<file path="src/rtl/permute_dump_control.sv">
// Sequencing FSM for the Keccak permute/dump datapath: absorbs rate blocks,
// runs permutations, then loads and dumps the output buffer with squeezes.
module permute_dump_control #(
    parameter int ROUNDS = 24,
    parameter int W      = 64
) (
    input  logic clk,
    input  logic rst,
    input  logic src_valid,
    input  logic src_last,
    output logic src_ready,
    output logic dout_valid,
    input  logic dout_ready,
    output logic busy,
    output logic done,
    output logic datapath_clear,
    output logic copy_control_regs_en,
    output logic absorb_enable,
    output logic round_en,
    output logic round_count_load,
    output logic output_buffer_we,
    output logic output_buffer_shift_en,
    output logic output_counter_load,
    output logic output_counter_rst,
    input  logic round_done,
    input  logic output_buffer_empty,
    input  logic last_output_block,
    input  logic output_size_reached
);

    typedef enum logic [3:0] {
        S_IDLE,
        S_CLEAR,
        S_ABSORB_FIRST,
        S_PERMUTE,
        S_ABSORB_NEXT,
        S_LOAD_BUF,
        S_DUMP,
        S_SQUEEZE,
        S_DONE
    } state_t;

    state_t state_q, state_d;
    logic   last_q, last_d;

    // Moore outputs are registered from the next state so they line up with state_q.
    logic src_ready_q, src_ready_d;
    logic dout_valid_q, dout_valid_d;
    logic busy_q, busy_d;
    logic done_q, done_d;
    logic datapath_clear_q, datapath_clear_d;
    logic output_counter_rst_q, output_counter_rst_d;
    logic round_count_load_q, round_count_load_d;
    logic output_buffer_we_q, output_buffer_we_d;
    logic output_counter_load_q, output_counter_load_d;

    // Round count and word width live in the datapath; nothing here depends on them.
    logic unused_ok;
    assign unused_ok = &{1'b0, last_output_block, 1'(ROUNDS), 1'(W)};

    always_comb begin
        state_d                = state_q;
        last_d                 = last_q;
        copy_control_regs_en   = 1'b0;
        absorb_enable          = 1'b0;
        round_en               = 1'b0;
        output_buffer_shift_en = 1'b0;
        round_count_load       = round_count_load_q;

        case (state_q)
            S_IDLE: begin
                if (src_valid) state_d = S_CLEAR;
            end
            S_CLEAR: begin
                state_d = S_ABSORB_FIRST;
            end
            S_ABSORB_FIRST: begin
                // Mode registers are copied in the same cycle as the first absorb.
                if (src_valid) begin
                    copy_control_regs_en = 1'b1;
                    absorb_enable        = 1'b1;
                    round_en             = 1'b1;
                    last_d               = src_last;
                    state_d              = S_PERMUTE;
                end
            end
            S_PERMUTE: begin
                round_en = 1'b1;
                if (round_done) begin
                    round_count_load = 1'b1;
                    state_d          = last_q ? S_LOAD_BUF : S_ABSORB_NEXT;
                end
            end
            S_ABSORB_NEXT: begin
                if (src_valid) begin
                    absorb_enable = 1'b1;
                    round_en      = 1'b1;
                    last_d        = src_last;
                    state_d       = S_PERMUTE;
                end
            end
            S_LOAD_BUF: begin
                state_d = S_DUMP;
            end
            S_DUMP: begin
                output_buffer_shift_en = dout_ready;
                if (dout_ready) begin
                    if (output_size_reached)      state_d = S_DONE;
                    else if (output_buffer_empty) state_d = S_SQUEEZE;
                end
            end
            S_SQUEEZE: begin
                round_en = 1'b1;
                if (round_done) begin
                    round_count_load = 1'b1;
                    state_d          = S_LOAD_BUF;
                end
            end
            S_DONE: begin
                state_d = S_IDLE;
            end
            default: begin
                state_d = S_IDLE;
            end
        endcase

        src_ready_d           = (state_d == S_ABSORB_FIRST) || (state_d == S_ABSORB_NEXT);
        dout_valid_d          = (state_d == S_DUMP);
        busy_d                = (state_d != S_IDLE);
        done_d                = (state_d == S_DONE);
        datapath_clear_d      = (state_d == S_CLEAR);
        output_counter_rst_d  = (state_d == S_CLEAR);
        round_count_load_d    = (state_d == S_CLEAR);
        output_buffer_we_d    = (state_d == S_LOAD_BUF);
        output_counter_load_d = (state_d == S_LOAD_BUF);
    end

    always_ff @(posedge clk) begin
        if (rst) begin
            state_q               <= S_IDLE;
            last_q                <= 1'b0;
            src_ready_q           <= 1'b0;
            dout_valid_q          <= 1'b0;
            busy_q                <= 1'b0;
            done_q                <= 1'b0;
            datapath_clear_q      <= 1'b0;
            output_counter_rst_q  <= 1'b0;
            round_count_load_q    <= 1'b0;
            output_buffer_we_q    <= 1'b0;
            output_counter_load_q <= 1'b0;
        end else begin
            state_q               <= state_d;
            last_q                <= last_d;
            src_ready_q           <= src_ready_d;
            dout_valid_q          <= dout_valid_d;
            busy_q                <= busy_d;
            done_q                <= done_d;
            datapath_clear_q      <= datapath_clear_d;
            output_counter_rst_q  <= output_counter_rst_d;
            round_count_load_q    <= round_count_load_d;
            output_buffer_we_q    <= output_buffer_we_d;
            output_counter_load_q <= output_counter_load_d;
        end
    end

    assign src_ready           = src_ready_q;
    assign dout_valid          = dout_valid_q;
    assign busy                = busy_q;
    assign done                = done_q;
    assign datapath_clear      = datapath_clear_q;
    assign output_counter_rst  = output_counter_rst_q;
    assign output_buffer_we    = output_buffer_we_q;
    assign output_counter_load = output_counter_load_q;

endmodule

</file>
<file path="config.mk">
export PLATFORM = sky130hd
export DESIGN_NAME = permute_dump_control
export DESIGN_NICKNAME = d
export VERILOG_FILES = /design/src/rtl/permute_dump_control.sv
export SDC_FILE = /design/constraint.sdc
export NUM_CORES = 1
export LEC_CHECK = 0
export ABC_AREA = 1
export ABC_CLOCK_PERIOD_IN_PS = 1170
export CORE_MARGIN = 3
export CORE_UTILIZATION = 37
export CTS_CLUSTER_DIAMETER = 50
export DETAILED_ROUTE_END_ITERATION = 16
export PLACE_DENSITY = 0.72
export SYNTH_ARGS = -nofsm -noshare
export SYNTH_HDL_FRONTEND = slang
export SYNTH_SLANG_ARGS = --single-unit
</file>
<file path="constraint.sdc">
create_clock -name clk -period 1.17 [get_ports clk]
set_input_delay 0.1755 -clock clk [delete_from_list [all_inputs] [get_ports clk]]
set_output_delay 0.1755 -clock clk [all_outputs]
set_load 0.005 [all_outputs]
</file>
# ---- After elaboration in Yosys (flattened, before gate mapping)
# Index checks and enable logic that the tools add are counted.
dict set report totals {
  reg_bits 11
  input_bits 9
  out_inout_bits 13
  elab_cells 43
}
dict set report op_classes {
  n_eq_ne 13
  muxes 16
  n_reduce_logical 6
}
# op count
set op_table {}
lappend op_table {{$eq A4 B3 Y1 const B} 7}
lappend op_table {{$mux W4} 7}
lappend op_table {{$pmux W4 S7} 1}
lappend op_table {{$eq A4 B2 Y1 const B} 3}
lappend op_table {{$eq A4 B1 Y1 const B} 2}
lappend op_table {{$mux W1} 7}
lappend op_table {{$eq A4 B4 Y1 const B} 1}
lappend op_table {{$logic_not A4 Y1} 1}
lappend op_table {{$reduce_bool A4 Y1} 1}
lappend op_table {{$reduce_or A2 Y1} 2}
lappend op_table {{$pmux W1 S2} 1}
lappend op_table {{$reduce_and A2 Y1} 1}
lappend op_table {{$logic_or A1 B1 Y1} 1}

# ---- Longest topological paths before layout
dict set report logic_depth {
  word_depth 6
  ltp_mapped 9
}

# ---- Worst setup path after synthesis
# OpenSTA, ideal clock, no wires.
dict set report synth_path {
  path_type {reg-to-reg}
  start {reg state_q[1]}
  end {reg last_q}
  setup_time_ns 0.119
  arrival_time_ns 1.016
  required_time_ns 1.051
  path_slack_ns 0.035
  path_stages_with_launch 8
  n_path_buf 0
  period_less_slack_ns 1.135
  path_cell_list {dfxtp_1 -> inv_2 -> nor2_2 -> inv_1 -> o21ai_0 -> nand2_1 -> o21ai_0 -> a21oi_1}
}
dict set report synth_via {
  elab_chain_len 3
}
# item line_no
set synth_rtl {}
lappend synth_rtl {{start: declaration} 43} ;# state_t state_q, state_d;
lappend synth_rtl {{start signal: assignment} 152} ;# state_q <= state_d;
lappend synth_rtl {{$eq A4 B3 Y1 or $eq A4 B2 Y1 (tied branches)} 70} ;# case (state_q)
lappend synth_rtl {{$reduce_or A2 Y1 (no source line) (*)} n/a}
lappend synth_rtl {{$reduce_and A2 Y1 (no source line) (*)} n/a}
lappend synth_rtl {{end signal: assignment} 153} ;# last_q <= last_d;
lappend synth_rtl {{end: declaration} 44} ;# logic last_q, last_d;
# Mark *: on every way between the ends. The rest lies on a longest branch, timed or not.
# A chain may end at the register's enable or synchronous reset.

# ---- Worst setup path after layout
dict set report layout_path {
  start {reg state_q[0]}
  end {out absorb_enable}
}
dict set report layout_via {
  elab_chain_len 3
}
# item line_no
set layout_rtl {}
lappend layout_rtl {{$eq A4 B3 Y1 or $eq A4 B2 Y1 (tied branches)} 70}
lappend layout_rtl {{$reduce_or A2 Y1 (no source line) (*)} n/a}
lappend layout_rtl {{$mux W1 (*)} n/a}
lappend layout_rtl {{end: declaration} 18} ;# output logic absorb_enable,
# Marked as above.

==> reports/metrics.cfg <==
[outcome]
status = finished, violations left
violations = negative setup slack

[final_layout]
fillCellCount = 97
syn2layout_area_growth_pct = 95.09
drive_above_1_share = 0.5625
stdcell_count = 143
num-nets-final = 138
finish.utilization = 0.8004
n_antenna_cell = 0

[timing]
finalSetupViolations = 12
report.final.slew_viol_count = 0
hold_viol = 0
fmax_mhz = 665.0
slew_headroom = 0.8781
fin_skew_ns = 0.0009621
setup_slack_ns = -0.3337
rsz0062_at_grt = true
tightestPinTransition_ns = 0.1823
holdWs_ns = 0.4716
fin_crit_ns = 1.504
fin_crit_sh = 1.285

[logic_synthesis]
syn_inst = 83
synth_top_area_share = 0.3929
synth_nets = 92
syn-cell-area_um2 = 560.5
syn_avg_cell_area_um2 = 6.753
ys_seq_area_frac = 0.3929
synth_top_cell_by_area = dfxtp_1
ys_warn_count = 0
ys_seq_elements = 11
synthDistinctLibCells = 18
synth_area_leaders = dfxtp_1 39%, nand2_1 14%, inv_1 7.4%

[cts]
clkTransAtPathRegs_ns = 0.07
clock-root-buffer = clkbuf_4
cts_buffer_depth = 2
clkSinkCount = 11
cts_tree = done
htreeDepth = 1
numCtsBuffers = 3
insertion_delay_ns = 0.27

[global_routing]
grt.total_usage = 0.1885
grt_max_degree = 7
grt_antenna_before_repair = 0
grt_overflow_total = 0
grt_pass1_wl_um = 2787
grt_pass1_vias = 680

[detailed_routing]
via_count = 693
routedWlPerCell_um = 13.97
antenna_left = 0
finalWirelength_um = 1997
drt-initial-drc-count = 11
firstDrtPassIters = 4
drc = 0
vias_per_cell = 4.846

[placed_design]
gp_congestion = 0.7776
place_ws_ns = -0.4405
io_buffers = 20
dp_cells = 136
hpwlAfterDp_um = 1182

[critical_path]
worst_path_most_repeated_cell = buf_6
crit_arrival_ns = 1.33
worstPathCellList = nor2_2 > nand3_2 > o21ai_4 > nand2_2 > buf_6 > inv_2 > buf_6
crit_buf_inv = 3
cp-start-kind = flop
path_class = flop to primary output
cpMaxStageDelayCell = dfxtp_4
max_stage_delay_ns = 0.37
worst-endpoint-required_ns = 0.99
crit_path_end_kind = primary output
cpLargestDelayFamily = flip-flops
crit_fanout = 3

[pwr]
leakage_nw = 0.5518
p_int_w = 0.0006479
netSwitchingFraction = 0.2924
p_per_area_nw_per_um2 = 837.3
p_comb_frac = 0.273
p_clk_frac = 0.290
switchingPower_w = 0.0002678
vdd_drop_max_mv = 0.7022
p_seq_frac = 0.437

[floorplanning]
core_area_um2 = 1366
ios = 22
die_width_um = 44.92
die-area_um2 = 2018
start_util = 0.4103
row_count = 13
fp.dieH_um = 44.92

[min_path]
min_path_type = flop to flop

[run]
drv_cap = 0

## kinds of logic (layout without fill, tap and decap cells)
group	count (synthesis)	in the layout	synth area share
buffers and inverters	16	61	0.1205
and+or+nand+nor	48	48	0.4063
DFF	11	11	0.3929
AOI/OAI and AO/OA	8	8	0.08035
## worst paths after layout
path	start	endpoint	slack, ns	cells past startpoint
hold reg to reg	last_q	last_q	0.47	2
setup / recovery	state_q[0]	absorb_enable	-0.33	7
hold / removal	last_q	last_q	0.47	2
setup reg to reg	state_q[0]	last_q	-0.24	9
## power by group through the flow
stage	clock network [W]	registers (W)	logic [W]
2_1_floorplan	0	0.000408	0.0000734
3_3_place_gp	0	0.000405	0.000189
3_5_place_dp	0	0.000406	0.000192
4_1_cts	0.000267	0.000399	0.000217
5_1_grt	0.000282	0.000401	0.000268
6_report	0.000266	0.000400	0.000250
## synth_stat cells
cell type and instances:
nand2_1 21, dfxtp_1 11, inv_1 11, nor2_1 8, nand2_2 4, nand3_1 4
nor3_1 4, a21oi_1 3, inv_2 3, nor2_2 3, o21ai_0 3, buf_4 2
a31o_2 1, a31oi_1 1, and3_1 1, nand3_2 1, nand3b_1 1, nor2_4 1
## flip-flops by register name, indices dropped and copies added, names as in the netlist
register and flops:
busy 1, done 1, dout_valid 1, last_q 1, output_counter_load 1, round_count_load_q 1, src_ready 1, state_q 4
## through the flow
step	area [um^2]	total power [W]	setup TNS, ns
global placement	914.6	0.0005937	-4.222
CTS	1021	0.0008828	-1.447
detailed placement	914.6	0.0005981	-4.333
floorplan	560.5	0.0004811	0
global route	1094	0.0009512	-2.751
finish	1094	0.0009156	-2.013
## final cells by class
class / count / area (um^2) / area share
Clock buffer: 4 / 26.28 / 0.02403
Tap cell: 15 / 18.77 / 0.01716
Inverter: 14 / 55.05 / 0.05034
Timing Repair Buffer: 43 / 361.6 / 0.3307
Sequential cell: 11 / 229.0 / 0.2094
Multi-Input combinational cell: 56 / 402.9 / 0.3684
## worst reg2reg max path, cell delays in order, from the launching register on
cell	delay, ns
dfxtp_4	0.37
nor2_2	0.16
nand3_2	0.11
o21ai_4	0.08
nand2_2	0.08
buf_6	0.12
buf_4	0.12
buf_6	0.11
o21ai_2	0.11
a21oi_1	0.04
## routing by layer
metal / up-vias / routed length (um) / track usage
li1: 344 / - / -
met4: 0 / 26 / 0.03509
met3: 4 / 91 / 0.05976
met2: 16 / 1097 / 0.3559
met1: 329 / 781 / 0.2029
met5: - / 0 / 0
## placed cells by master, fill, tap and decap left out, types with 2 or more instances in the layout
| cell type | n |
|---|---|
| inv_1 | 7 |
| dfxtp_2 | 4 |
| dlygate4sd2_1 | 9 |
| nand2_4 | 3 |
| nor3_2 | 2 |
| nand2_1 | 12 |
| nand2_2 | 10 |
| nor3_1 | 2 |
| buf_2 | 4 |
| clkbuf_4 | 3 |
| dfxtp_1 | 6 |
| a21oi_1 | 2 |
| inv_2 | 6 |
| clkdlybuf4s50_1 | 6 |
| nor2_4 | 5 |
| nand3_1 | 3 |
| buf_6 | 6 |
| nor2_1 | 6 |
| buf_4 | 18 |
| o21ai_2 | 2 |
## timing repair
action	4_1_cts	5_1_grt
endpoints found under the setup margin	20	12
pin swaps	12	4
hold buffers	0	0
setup buffers	3	0
gates resized for setup	63	15
hold endpoints to repair	0	0
(Power assumes the default switching activity.)
